## src/rtl/sha1_result_collector.sv

```systemverilog
// sha1_result_collector: pops five 32-bit result words from the SHA1 result FIFO
// and presents them as one 160-bit digest on a valid/ready handshake.
// First-popped word lands in the MSBs.
// Optional build macro SHA1_RES_STAT_EN adds a 16-bit wrapping accepted-digest counter.
module sha1_result_collector #(
    parameter int RES_DATA_WIDTH = 32,
    parameter int DIGEST_WORDS   = 5,
    parameter int DIGEST_WIDTH   = RES_DATA_WIDTH * DIGEST_WORDS
) (
    input  logic                      sys_clk,
    input  logic                      sys_rst,
    input  logic [RES_DATA_WIDTH-1:0] result_dout,
    input  logic                      result_data_empty,
    output logic                      result_data_fifo_ren,
    output logic [DIGEST_WIDTH-1:0]   digest_data,
    output logic                      digest_val,
    input  logic                      digest_ready
`ifdef SHA1_RES_STAT_EN
    ,
    output logic [15:0]               digest_cnt
`endif
);

    typedef enum logic [1:0] {FILL, DRAIN, OUT} state_t;

    localparam logic [2:0] WORDS_C = 3'(DIGEST_WORDS);
    localparam logic [2:0] LAST_C  = 3'(DIGEST_WORDS - 1);

    state_t                  state_q, state_d;
    logic [2:0]              rd_cnt_q, rd_cnt_d;
    logic [2:0]              cap_cnt_q, cap_cnt_d;
    logic                    ren_q, ren_d;
    logic                    cap_en_q, cap_en_d;
    logic [DIGEST_WIDTH-1:0] digest_q, digest_d;
    logic                    val_q, val_d;

    // State, counters, pop strobe, capture strobe and digest registers
    always_ff @(posedge sys_clk or negedge sys_rst) begin
        if (!sys_rst) begin
            state_q   <= FILL;
            rd_cnt_q  <= '0;
            cap_cnt_q <= '0;
            ren_q     <= 1'b0;
            cap_en_q  <= 1'b0;
            digest_q  <= '0;
            val_q     <= 1'b0;
        end else begin
            state_q   <= state_d;
            rd_cnt_q  <= rd_cnt_d;
            cap_cnt_q <= cap_cnt_d;
            ren_q     <= ren_d;
            cap_en_q  <= cap_en_d;
            digest_q  <= digest_d;
            val_q     <= val_d;
        end
    end

    // Next-state: issue pops in FILL, capture read data one cycle after each pop,
    // present the digest in OUT until accepted
    always_comb begin
        state_d   = state_q;
        rd_cnt_d  = rd_cnt_q;
        cap_cnt_d = cap_cnt_q;
        ren_d     = 1'b0;
        cap_en_d  = ren_q;
        digest_d  = digest_q;
        val_d     = val_q;

        if (cap_en_q) begin
            digest_d[DIGEST_WIDTH-1-RES_DATA_WIDTH*int'(cap_cnt_q) -: RES_DATA_WIDTH] = result_dout;
            cap_cnt_d = cap_cnt_q + 3'd1;
        end

        case (state_q)
            FILL: begin
                if (!result_data_empty && (rd_cnt_q < WORDS_C)) begin
                    ren_d    = 1'b1;
                    rd_cnt_d = rd_cnt_q + 3'd1;
                    if (rd_cnt_q == LAST_C) begin
                        state_d = DRAIN;
                    end
                end
            end
            DRAIN: begin
                if (cap_en_q && (cap_cnt_q == LAST_C)) begin
                    state_d = OUT;
                    val_d   = 1'b1;
                end
            end
            OUT: begin
                if (val_q && digest_ready) begin
                    val_d     = 1'b0;
                    cap_cnt_d = '0;
                    state_d   = FILL;
                    // First pop of the next digest is decided on the accept edge;
                    // the strobe itself only appears once back in FILL, which gives
                    // the 7-cycle digest period.
                    if (!result_data_empty) begin
                        ren_d    = 1'b1;
                        rd_cnt_d = 3'd1;
                    end else begin
                        rd_cnt_d = '0;
                    end
                end
            end
            default: state_d = FILL;
        endcase
    end

    assign result_data_fifo_ren = ren_q;
    assign digest_data          = digest_q;
    assign digest_val           = val_q;

`ifdef SHA1_RES_STAT_EN
    logic [15:0] digest_cnt_q;

    // Count accepted digests, wrapping at 16 bits
    always_ff @(posedge sys_clk or negedge sys_rst) begin
        if (!sys_rst) begin
            digest_cnt_q <= '0;
        end else if (val_q && digest_ready) begin
            digest_cnt_q <= digest_cnt_q + 16'd1;
        end
    end

    assign digest_cnt = digest_cnt_q;
`else
    // No accepted-digest counter in this build.
`endif

    // Reads issued never exceed one digest, and captures never outrun reads
    assert property (@(posedge sys_clk) disable iff (!sys_rst)
        (rd_cnt_q <= WORDS_C) && (cap_cnt_q <= rd_cnt_q));

endmodule

```

## config.mk

```make
export PLATFORM = sky130hd
export DESIGN_NAME = sha1_result_collector
export DESIGN_NICKNAME = d
export VERILOG_FILES = /design/src/rtl/sha1_result_collector.sv
export SDC_FILE = /design/constraint.sdc
export NUM_CORES = 1
export LEC_CHECK = 0
export ABC_CLOCK_PERIOD_IN_PS = 2450
export BUFFER_PORTS_ARGS = -buffer_cell sky130_fd_sc_hd__buf_2
export CAP_MARGIN = 5
export CORE_MARGIN = 1
export CORE_UTILIZATION = 45
export DETAILED_ROUTE_END_ITERATION = 6
export PLACE_DENSITY = 0.7
export SLEW_MARGIN = 10
export SYNTH_ARGS = -nofsm -noshare
export SYNTH_HDL_FRONTEND = slang
export SYNTH_SLANG_ARGS = --single-unit
export TNS_END_PERCENT = 100
```

## constraint.sdc

```tcl
create_clock -name sys_clk -period 2.45 [get_ports sys_clk]
set_input_delay 0.1225 -clock sys_clk [delete_from_list [all_inputs] [get_ports sys_clk]]
set_output_delay 0.1225 -clock sys_clk [all_outputs]
set_load 0.02 [all_outputs]
```

==> results.yml <==
flow_run:
  drv_cap: 0
sta:
  max-slew-margin-rel_pct: 61.8
  layout_min_cycle_time_ps: 2190
  grt_setup_unrepaired: "false"
  max_freq_mhz: 457
  fin_crit_sh_pct: 89.3
  setup_viol: 0
  finalHoldViolations: 0
  fin_skew_ps: 8.03
  worst_pin_slew_ps: 573
  setup_tns_ps: 0
  slew_violations: 0
  fin_ws_ps: 263
floorplan:
  start_util_pct: 45.9
  core-area_sq_mm: 0.0158
  die_height_um: 129
  die_w_um: 129
  dieArea_sq_mm: 0.0167
  io_pins: 198
  rows: 46
placement:
  routabilityCongestion: 0.780
  io_buffers: 197
  hpwlAfterDp_um: 12600
  dpl.cell_count: 1008
  preCtsSetupSlack_ps: 263
power_and_ir_drop:
  pwr-share-clk_pct: 19.8
  p_comb_share_pct: 44.7
  p_switching_uw: 5880
  seq_power_share_pct: 35.6
  intPower_uw: 8260
  ir_worst_vdd_mv: 0.780
  p_leak_uw: 0.00498
  sw_frac_of_total_pct: 41.6
  power_per_cell_area_mw_per_mm2: 1490
synthesis:
  synthFlopType: "dfrtp_1"
  ys_seq_elements: 171
  synth-edff-count: 0
  ys_warn_count: 0
  synthArstFlopShare_pct: 100
  synth_commonest_cells: "171 x dfrtp_1, 104 x nand2_1, 100 x inv_1"
  postSynthAreaPerCell_sq_um: 12.1
  yosysMostFrequentCell: "dfrtp_1"
  syn-num-nets: 645
  synth.area.top_cells: "dfrtp_1 59%, mux2i_1 13%, mux2_2 10%, nand2_1 5.4%, inv_1 5.2%"
  seq_area_frac_synth_pct: 58.8
  netlist.area_leader.share_pct: 58.8
  synth_top_cell_by_area: "dfrtp_1"
  syn_inst: 603
  ys_types: 31
  netlist_area_sq_mm: 0.00727
route:
  wl_per_cell_um: 17.0
  drtPass1Iterations: 4
  drt-total-wl_um: 18200
  vias_per_cell: 4.85
  ant_nets: 0
  drc: 0
  drt_iter0_markers: 211
  vias: 5199
clock_tree:
  htreeDepth: 4
  clk_path_buf_depth: 2
  cts_sinks: 171
  cts_tree: "yes"
  cts_buffers: 17
  cts-root-buf: "clkbuf_16"
  insertion_delay_ps: 420
  clkTransAtPathRegs_ps: 60
critical_path:
  crit_type: "flip-flop to flip-flop"
  setup.worst_path.end_class: "flip-flop"
  reg2reg_slack_ps: 260
  required_ps: 2730
  startpoint: "cap_cnt_q[0]"
  timing.rr.start: "cap_cnt_q[0]"
  cp-start-kind: "flip-flop"
  cp.arrival_ps: 2470
  cp_max_fo: 32
layout:
  drive_gt1_share_pct: 37.8
  final_cells: 1073
  antenna_cells: 0
  multiInputGateArea_sq_mm: 0.00244
  post-route-util_pct: 60.0
  area_growth_pct: 30.6
  fin_nets: 886
  regArea_sq_mm: 0.00428
  nFillCells: 1258
global_route:
  grt_overflow: 0
  grt_pass1_vias: 5457
  grt_start_max_net_pins: 56
  grt_util_all_layers_pct: 22.9
  antenna_found_initial: 0
  grt_first_pass_wirelength_um: 28800
min_path:
  min_from: "result_dout[0]"
  worstHoldPathType: "input port to flip-flop"
run_status:
  status: "complete, no violations"
cell type report:
class	count	area share [%]
sequential	171	45.1
multi-input combinational	303	25.7
timing repair buffer	251	16.0
clock buffer	22	4.99
inverter	100	3.95
tap	216	2.85
clock inverter	10	1.46
cell usage in the layout (no fill, tap or decap), types with 2 or more instances in the layout:
master,n
clkinv_2,3
bufinv_16,3
nand2_1,104
clkinv_4,2
nand3b_1,2
clkbuf_16,17
ha_1,6
inv_1,100
o21ai_0,3
mux2_2,65
nor2_1,4
mux2i_1,97
or4_1,2
dfrtp_1,171
dlygate4sd3_1,33
buf_12,3
buf_2,196
clkbuf_8,3
clkbuf_1,2
buf_4,18
per-layer routing:
layer	GRT usage, %	share of wire (%)	vias to the layer above
li1	-	-	2409
met5	0	0	-
met1	27.9	42	2619
met2	40.1	51	149
met3	5.33	4.9	22
met4	7.40	1.3	0
cells by family after synthesis:
| kind of cell | after synthesis | synth area share, % |
|---|---|---|
| flip-flops | 171 | 58.8 |
| multiplexers | 162 | 23.4 |
| buffers and inverters | 129 | 8.02 |
| AND/OR/NAND/NOR | 123 | 7.42 |
| AO/OA/AOI/OAI | 10 | 1.03 |
| adder cells (fa/ha/maj) | 6 | 1.03 |
| XOR/XNOR | 2 | 0.241 |
worst max-delay path, cell delays in order, from the launching register on:
cell      delay (ps)
dfrtp_1          350
inv_1             60
ha_1             190
ha_1             340
nand3b_1         250
a211o_2          340
buf_4            300
mux2i_1          190
power by group through the flow:
stage                     sequential [uW]  combinational (uW)  clock (uW)
final                                5030                6320        2790
after global routing                 5200                6850        2950
after CTS                            5030                6390        2840
after detailed placement             5050                6330           0
after global placement               4970                6140           0
after floorplan                      6600                2380           0
stage by stage:
stage / total power [uW] / cell area [sq um] / hold slack (ps)
floorplan: 8980 / 7270 / -173
global placement: 11100 / 8550 / 111
detailed placement: 11400 / 8550 / 121
CTS: 14300 / 9490 / 3.93
global route: 15000 / 9490 / 20.7
finish: 14100 / 9490 / 12.0
state kept, by name, indices dropped and copies added, names as in the netlist:
name / count
digest_val: 1
rd_cnt_q: 3
cap_en_q: 1
state_q: 2
cap_cnt_q: 3
result_data_fifo_ren: 1
digest_data: 160
timing repair:
item	CTS	global route
endpoints found under the hold margin	140	0
hold buffers	33	0
setup buffers	0	0
resized for setup	0	0
final timing paths:
kind / endpoint / cells after the start
worst max-delay path: digest_data[80] / 7
worst min-delay path: digest_data[64] / 3
worst max register to register: digest_data[80] / 7
worst min register to register: cap_en_q / 0
max in group asynchronous: digest_data[61] / 3
min in group asynchronous: state_q[0] / 2
Power figures use the tool's default switching activity.
